--- config.mk ---
export PLATFORM = sky130hd
export DESIGN_NAME = branch_predictor
export DESIGN_NICKNAME = d
export VERILOG_FILES = /design/src/rtl/bp_pkg.sv /design/src/rtl/bp_sat_counter.sv /design/src/rtl/branch_predictor.sv
export SDC_FILE = /design/constraint.sdc
export NUM_CORES = 2
export LEC_CHECK = 0
export ABC_AREA = 1
export CAP_MARGIN = 0
export CORE_ASPECT_RATIO = 1.5
export CORE_UTILIZATION = 55
export CTS_CLUSTER_SIZE = 16
export DETAILED_ROUTE_END_ITERATION = 16
export PLACE_DENSITY_LB_ADDON = 0.3
export SYNTH_ARGS = -nofsm -noshare
export SYNTH_HDL_FRONTEND = slang
export SYNTH_SLANG_ARGS = --single-unit
export TNS_END_PERCENT = 20
--- constraint.sdc ---
create_clock -name clk -period 39.2 [get_ports clk]
set_input_delay 5.88 -clock clk [delete_from_list [all_inputs] [get_ports clk]]
set_output_delay 5.88 -clock clk [all_outputs]
set_load 0.02 [all_outputs]
--- src/rtl/bp_pkg.sv ---
// Branch predictor shared types.
//   bp_ctr_t   : 2-bit saturating direction counter encoding
//   bp_entry_t : one BTB entry {valid, tag, target, ctr}
//   sat_inc32  : saturating increment used by the perf counters
package bp_pkg;

  localparam int BP_WIDTH   = 32;
  localparam int BP_ENTRIES = 16;
  localparam int BP_IDX     = $clog2(BP_ENTRIES);
  localparam int BP_TAG_W   = BP_WIDTH - BP_IDX - 2;

  typedef enum logic [1:0] {
    SNT = 2'b00,
    WNT = 2'b01,
    WT  = 2'b10,
    ST  = 2'b11
  } bp_ctr_t;

  localparam bp_ctr_t BP_CTR_RESET = WNT;
  localparam bp_ctr_t BP_CTR_ALLOC = WT;

  typedef struct packed {
    logic                valid;
    logic [BP_TAG_W-1:0] tag;
    logic [BP_WIDTH-1:0] target;
    bp_ctr_t             ctr;
  } bp_entry_t;

  function automatic logic [31:0] sat_inc32(input logic [31:0] v);
    return (&v) ? v : v + 32'd1;
  endfunction

endpackage

--- src/rtl/bp_sat_counter.sv ---
// 2-bit saturating counter next-state (pure combinational).
//   ctr_i    : current counter
//   inc_i    : step towards strongly taken (saturates at ST)
//   dec_i    : step towards strongly not-taken (saturates at SNT)
//   strong_i : force ST, overrides inc/dec (unconditional jumps)
//   ctr_o    : next counter value
module bp_sat_counter
  import bp_pkg::*;
(
  input  logic [1:0] ctr_i,
  input  logic       inc_i,
  input  logic       dec_i,
  input  logic       strong_i,
  output logic [1:0] ctr_o
);

  always_comb begin
    ctr_o = ctr_i;
    if (strong_i)                         ctr_o = ST;
    else if (inc_i && ctr_i != 2'(ST))    ctr_o = ctr_i + 2'd1;
    else if (dec_i && ctr_i != 2'(SNT))   ctr_o = ctr_i - 2'd1;
  end

endmodule

--- src/rtl/branch_predictor.sv ---
// Fetch-stage dynamic branch predictor: direct-mapped BTB with 2-bit counters.
//   clk, rst                 : clock, async active-high reset
//   PCF                      : fetch PC; PredTakenF/PredTargetF predict its next PC
//   ResolveE/JumpE/TakenE    : Execute-stage branch/jump resolution
//   PCE/TargetE/PCPlus4E     : Execute PC, actual target, fall-through
//   PredTakenE/PredTargetE   : prediction made for the Execute instruction
//   MispredictE/RedirectPCE  : redirect request and correct next PC
//   BranchCount/MispredCount : saturating perf counters
// Parameters must match the bp_pkg entry layout (WIDTH/ENTRIES defaults).
module branch_predictor
  import bp_pkg::*;
#(
  parameter int WIDTH   = BP_WIDTH,
  parameter int ENTRIES = BP_ENTRIES
) (
  input  logic             clk,
  input  logic             rst,
  input  logic [WIDTH-1:0] PCF,
  output logic             PredTakenF,
  output logic [WIDTH-1:0] PredTargetF,
  input  logic             ResolveE,
  input  logic             JumpE,
  input  logic             TakenE,
  input  logic [WIDTH-1:0] PCE,
  input  logic [WIDTH-1:0] TargetE,
  input  logic [WIDTH-1:0] PCPlus4E,
  input  logic             PredTakenE,
  input  logic [WIDTH-1:0] PredTargetE,
  output logic             MispredictE,
  output logic [WIDTH-1:0] RedirectPCE,
  output logic [31:0]      BranchCount,
  output logic [31:0]      MispredCount
);

  localparam int IDX   = $clog2(ENTRIES);
  localparam int TAG_W = WIDTH - IDX - 2;

  bp_entry_t btb_q [ENTRIES];
  bp_entry_t entry_d;
  logic      we_d;
  logic [31:0] bcnt_q, mcnt_q;

  logic [IDX-1:0]   idx_f, idx_e;
  logic [TAG_W-1:0] tag_f, tag_e;
  logic             hit_f, hit_e;
  logic [1:0]       ctr_cur, ctr_nxt;

  // PC[1:0] never affects indexing or tags
  logic unused_lowbits;
  assign unused_lowbits = ^{PCF[1:0], PCE[1:0]};

  assign idx_f = PCF[IDX+1:2];
  assign tag_f = PCF[WIDTH-1:IDX+2];
  assign idx_e = PCE[IDX+1:2];
  assign tag_e = PCE[WIDTH-1:IDX+2];

  // Lookup reads registered state only, so a same-cycle update is not seen
  assign hit_f       = btb_q[idx_f].valid && (btb_q[idx_f].tag == tag_f);
  assign PredTakenF  = hit_f && btb_q[idx_f].ctr[1];
  assign PredTargetF = PredTakenF ? btb_q[idx_f].target : PCF + WIDTH'(4);

  assign hit_e = btb_q[idx_e].valid && (btb_q[idx_e].tag == tag_e);

  always_comb begin
    MispredictE = 1'b0;
    RedirectPCE = '0;
    if (ResolveE) begin
      MispredictE = (TakenE != PredTakenE) || (TakenE && (PredTargetE != TargetE));
      if (MispredictE) RedirectPCE = TakenE ? TargetE : PCPlus4E;
    end else if (PredTakenE) begin
      // predicted taken on something that is not a branch: stale or aliased entry
      MispredictE = 1'b1;
      RedirectPCE = PCPlus4E;
    end
  end

  // A miss feeds the allocation value in with no increment, so a fresh entry
  // lands on WT (or ST when the strong override fires for a jump).
  assign ctr_cur = hit_e ? btb_q[idx_e].ctr : BP_CTR_ALLOC;

  bp_sat_counter u_ctr (
    .ctr_i    (ctr_cur),
    .inc_i    (TakenE && hit_e),
    .dec_i    (!TakenE),
    .strong_i (JumpE),
    .ctr_o    (ctr_nxt)
  );

  always_comb begin
    entry_d = btb_q[idx_e];
    we_d    = 1'b0;
    if (ResolveE) begin
      if (TakenE) begin
        we_d           = 1'b1;
        entry_d.valid  = 1'b1;
        entry_d.tag    = tag_e;
        entry_d.target = TargetE;
        entry_d.ctr    = bp_ctr_t'(ctr_nxt);
      end else if (hit_e) begin
        we_d        = 1'b1;
        entry_d.ctr = bp_ctr_t'(ctr_nxt);
      end
    end else if (PredTakenE) begin
      we_d          = 1'b1;
      entry_d.valid = 1'b0;
    end
  end

  always_ff @(posedge clk or posedge rst) begin
    if (rst) begin
      for (int i = 0; i < ENTRIES; i++) begin
        btb_q[i].valid  <= 1'b0;
        btb_q[i].tag    <= '0;
        btb_q[i].target <= '0;
        btb_q[i].ctr    <= BP_CTR_RESET;
      end
    end else if (we_d) begin
      btb_q[idx_e] <= entry_d;
    end
  end

  always_ff @(posedge clk or posedge rst) begin
    if (rst) begin
      bcnt_q <= '0;
      mcnt_q <= '0;
    end else begin
      if (ResolveE)    bcnt_q <= sat_inc32(bcnt_q);
      if (MispredictE) mcnt_q <= sat_inc32(mcnt_q);
    end
  end

  assign BranchCount  = bcnt_q;
  assign MispredCount = mcnt_q;

endmodule

==> results by group <==
Outcome
  • Status: complete, no violations

Critical path
  • CP Class: primary input to output pin
  • Startpoint Class: primary input
  • Critical Path Sink Type: output pin
  • Worst-path maximum fanout: 92
  • Worst Path Buf+Inv: 7
  • Arrival @ worst endpoint: 12.32 ns
  • CP max stage delay: 0.85 ns
  • Most frequent CP cell: buf_4
  • Crit-path leading delay family: buffers and inverters
  • Cell Chain, Critical Path: buf_8 -> buf_4 -> buf_4 -> buf_4 -> a21oi_1 -> o21ai_0 -> nand3_1 -> nand3_1 -> nand3_1 -> nand2_1 -> nand2_1 -> nor2_1 -> nand4_1 -> nor2_1 -> inv_1 -> nor2_1 -> nand4_1 -> buf_4 -> o21ai_0 -> clkdlybuf4s50_1
  • Worst path slowest cell: buf_4
  • Critical Path RT: 33.32 ns

Clock network
  • CTS tree: done
  • Cts repair resizes: 0
  • Post-CTS Hold Fix Bufs: 0
  • Worst-Skew Late Latency: 0.74 ns
  • Clk root buf: clkbuf_16
  • TritonCTS Buffers: 102
  • CTS sink count: 1,040
  • Worst-path clk slew: 0.06 ns
  • H-tree Lvls: 3
  • Clk buf depth: 3
  • Post-CTS Setup Repair Bufs: 0

Detailed routing
  • Routed WL per cell: 22.3 um
  • Initial DRC count: 8,097
  • DRC viols: 0
  • Drt pass-1 iters: 9
  • DRT Wirelength: 222 mm
  • Vias per cell: 6.15
  • Via count: 61,300
  • Post-route ant nets: 0

Synthesis
  • Mapped Cells: 8,589
  • Flops & latches, synth: 1,040
  • Post-synthesis sequential area ratio: 43.4%
  • Yosys top cell by area: dfrtp_1
  • Post-synth top cells: nand2_1 (2,507), o21ai_0 (1,432), dfrtp_1 (1,024)
  • Post-synth EDFFs: 0
  • Mapped Area: 0.0600 mm^2
  • Synth Flop Type: dfrtp_1
  • Syn Nets: 8,760
  • Post-synth top area share: 42.7%
  • Most frequent cell after synthesis: nand2_1
  • Ys async rst share: 100%
  • Synth area leaders: dfrtp_1 (43%), nand2_1 (16%), o21ai_0 (12%)
  • Synth cell types: 45
  • YS warnings: 0
  • Avg Cell Area, Syn: 6.98 um^2

Floorplan
  • Die area: 0.110 mm^2
  • Die Height: 406 um
  • Core footprint: 0.108 mm^2
  • # rows: 148
  • Die X: 272 um
  • Initial Util: 55.4%
  • I/O pins: 296

Timing
  • Slew @ Worst Pin: 1.32 ns
  • Unrepaired setup endpoints after global routing: false
  • Worst slew margin: 11.2%
  • Slew Viols, Final: 0
  • Final-report setup violation count: 0
  • Setup TNS: 0 ns
  • Final Hold Fails: 0
  • Min Hold Slack: 0.469 ns
  • Fin crit period: 18.20 ns
  • Fmax: 54.9 MHz
  • Tcrit/Tclk final: 46.4%
  • Skew final: 0.0274 ns

Final layout
  • Final nets: 8,616
  • Util after Layout: 61.2%
  • Layout cell share with drive strength beyond 1: 4.06%
  • Fillers: 9,832
  • Area growth, synth to finish: 10.5%

GRT
  • Initial antenna violation count: 11
  • Pin count of the biggest net entering global routing: 164
  • First-pass GRT wire length: 337 mm
  • Global Route Usage Sum: 39.8%
  • Remaining Overflow, GRT: 0
  • Number of global-route vias before repair: 57,900

Pwr
  • Design internal power: 0.00226 W
  • Leakage power: 30.9 nW
  • Total design power: 0.00345 W
  • Psw: 0.00119 W
  • Sequential power share: 43.4%
  • Switching Share: 34.5%
  • Worst VDD drop: 0.0408 mV
  • Power share of the clock group: 30.6%
  • Combinational share of power: 26.0%
  • PD cells: 52.0 mW/mm^2

Job
  • Max Cap Viol: 0

Place
  • Global placer's final weighted congestion: 1.01
  • Detailed Place HPWL: 129 mm
  • IO buf count: 293

Min path
  • Hold Path Class: flip-flop to flip-flop
==> path summary, 6_finish.rpt <==
check / to / cells past startpoint / start / slack (ns)
max in group asynchronous: btb_q[603]$_DFFE_PP0P_ / 7 / rst / 28.66
setup reg to reg: btb_q[198]$_DFFE_PP0P_ / 17 / btb_q[787]$_DFFE_PP0P_ / 33.59
min in group asynchronous: btb_q[347]$_DFFE_PP0P_ / 2 / rst / 5.71
setup / recovery: PredTargetF[28] / 20 / PCF[2] / 21.00
hold / removal: btb_q[61]$_DFFE_PP1P_ / 2 / btb_q[61]$_DFFE_PP1P_ / 0.47
hold reg to reg: btb_q[61]$_DFFE_PP1P_ / 2 / btb_q[61]$_DFFE_PP1P_ / 0.47
==> layout make-up <==
cell class              count  area (um^2)  area share [%]
repair buffers            390         3700            5.59
flip-flops and latches   1040        26000            39.3
well taps                1425         1780            2.69
clock inverters            38          504           0.761
multi-input cells        5870        27300            41.1
diodes                      1         2.50         0.00378
inverters                1041         3980            6.00
clock buffers             150         3000            4.53
==> metrics by stage <==
step	std cells	worst slack (ns)	instance area [um^2]
2_1_floorplan	8589	4.08	60000
3_3_place_gp	9766	21.43	62800
3_5_place_dp	9766	21.37	62800
4_1_cts	9954	21.32	66300
5_1_grt	9954	20.86	66300
6_report	9955	21.00	66300
==> power by group through the flow <==
stage	clock network, W	registers [W]	logic [W]
2_1_floorplan	0	0.00150	0.000618
3_3_place_gp	0	0.00150	0.000841
3_5_place_dp	0	0.00151	0.000866
4_1_cts	0.00106	0.00149	0.000876
5_1_grt	0.00110	0.00153	0.000999
6_report	0.00106	0.00150	0.000894
==> per-layer routing <==
metal	GRT usage [%]	wire length [um]	vias up
met2	61.3	96000	4332
met3	9.17	29500	960
li1	-	-	27500
met5	0	91	-
met1	50.1	80000	28400
met4	26.1	16500	14
==> worst register-to-register path: cells and delay by family, from the launching register on <==
family | cells | cell delay [ns]
AO/OA/AOI/OAI | 3 | 1.17
buffers and inverters | 2 | 1.64
flip-flops | 1 | 0.39
AND/OR/NAND/NOR | 12 | 2.24
==> cell families (layout without fill, tap and decap cells) <==
group / count (synthesis) / after routing / synth area share, %
buffers and inverters: 1679 / 1619 / 11.2
adders and majority gates: 5 / 5 / 0.104
DFF: 1040 / 1040 / 43.4
and+or+nand+nor: 3196 / 3196 / 21.2
other: 0 / 1 / 0
xor gates and xnor gates: 117 / 117 / 1.71
AOI/OAI and AO/OA: 2552 / 2552 / 22.4
==> flip-flops by register name, indices dropped and copies added, names as in the netlist <==
signal        count
MispredCount     32
BranchCount      32
btb_q           976
==> placed cells by master (no fill, tap or decap), drive strengths merged, types with 82 or more instances in the layout <==
| cell type | instances |
|---|---|
| a21oi | 568 |
| o21ai | 1609 |
| nand4 | 82 |
| xor2 | 94 |
| o22ai | 288 |
| nor2 | 264 |
| dfrtp | 1024 |
| nand2 | 2515 |
| inv | 1042 |
| nand3 | 261 |
| clkbuf | 150 |
| buf | 103 |
| clkdlybuf4s50 | 287 |
Power figures use the tool's default switching activity.
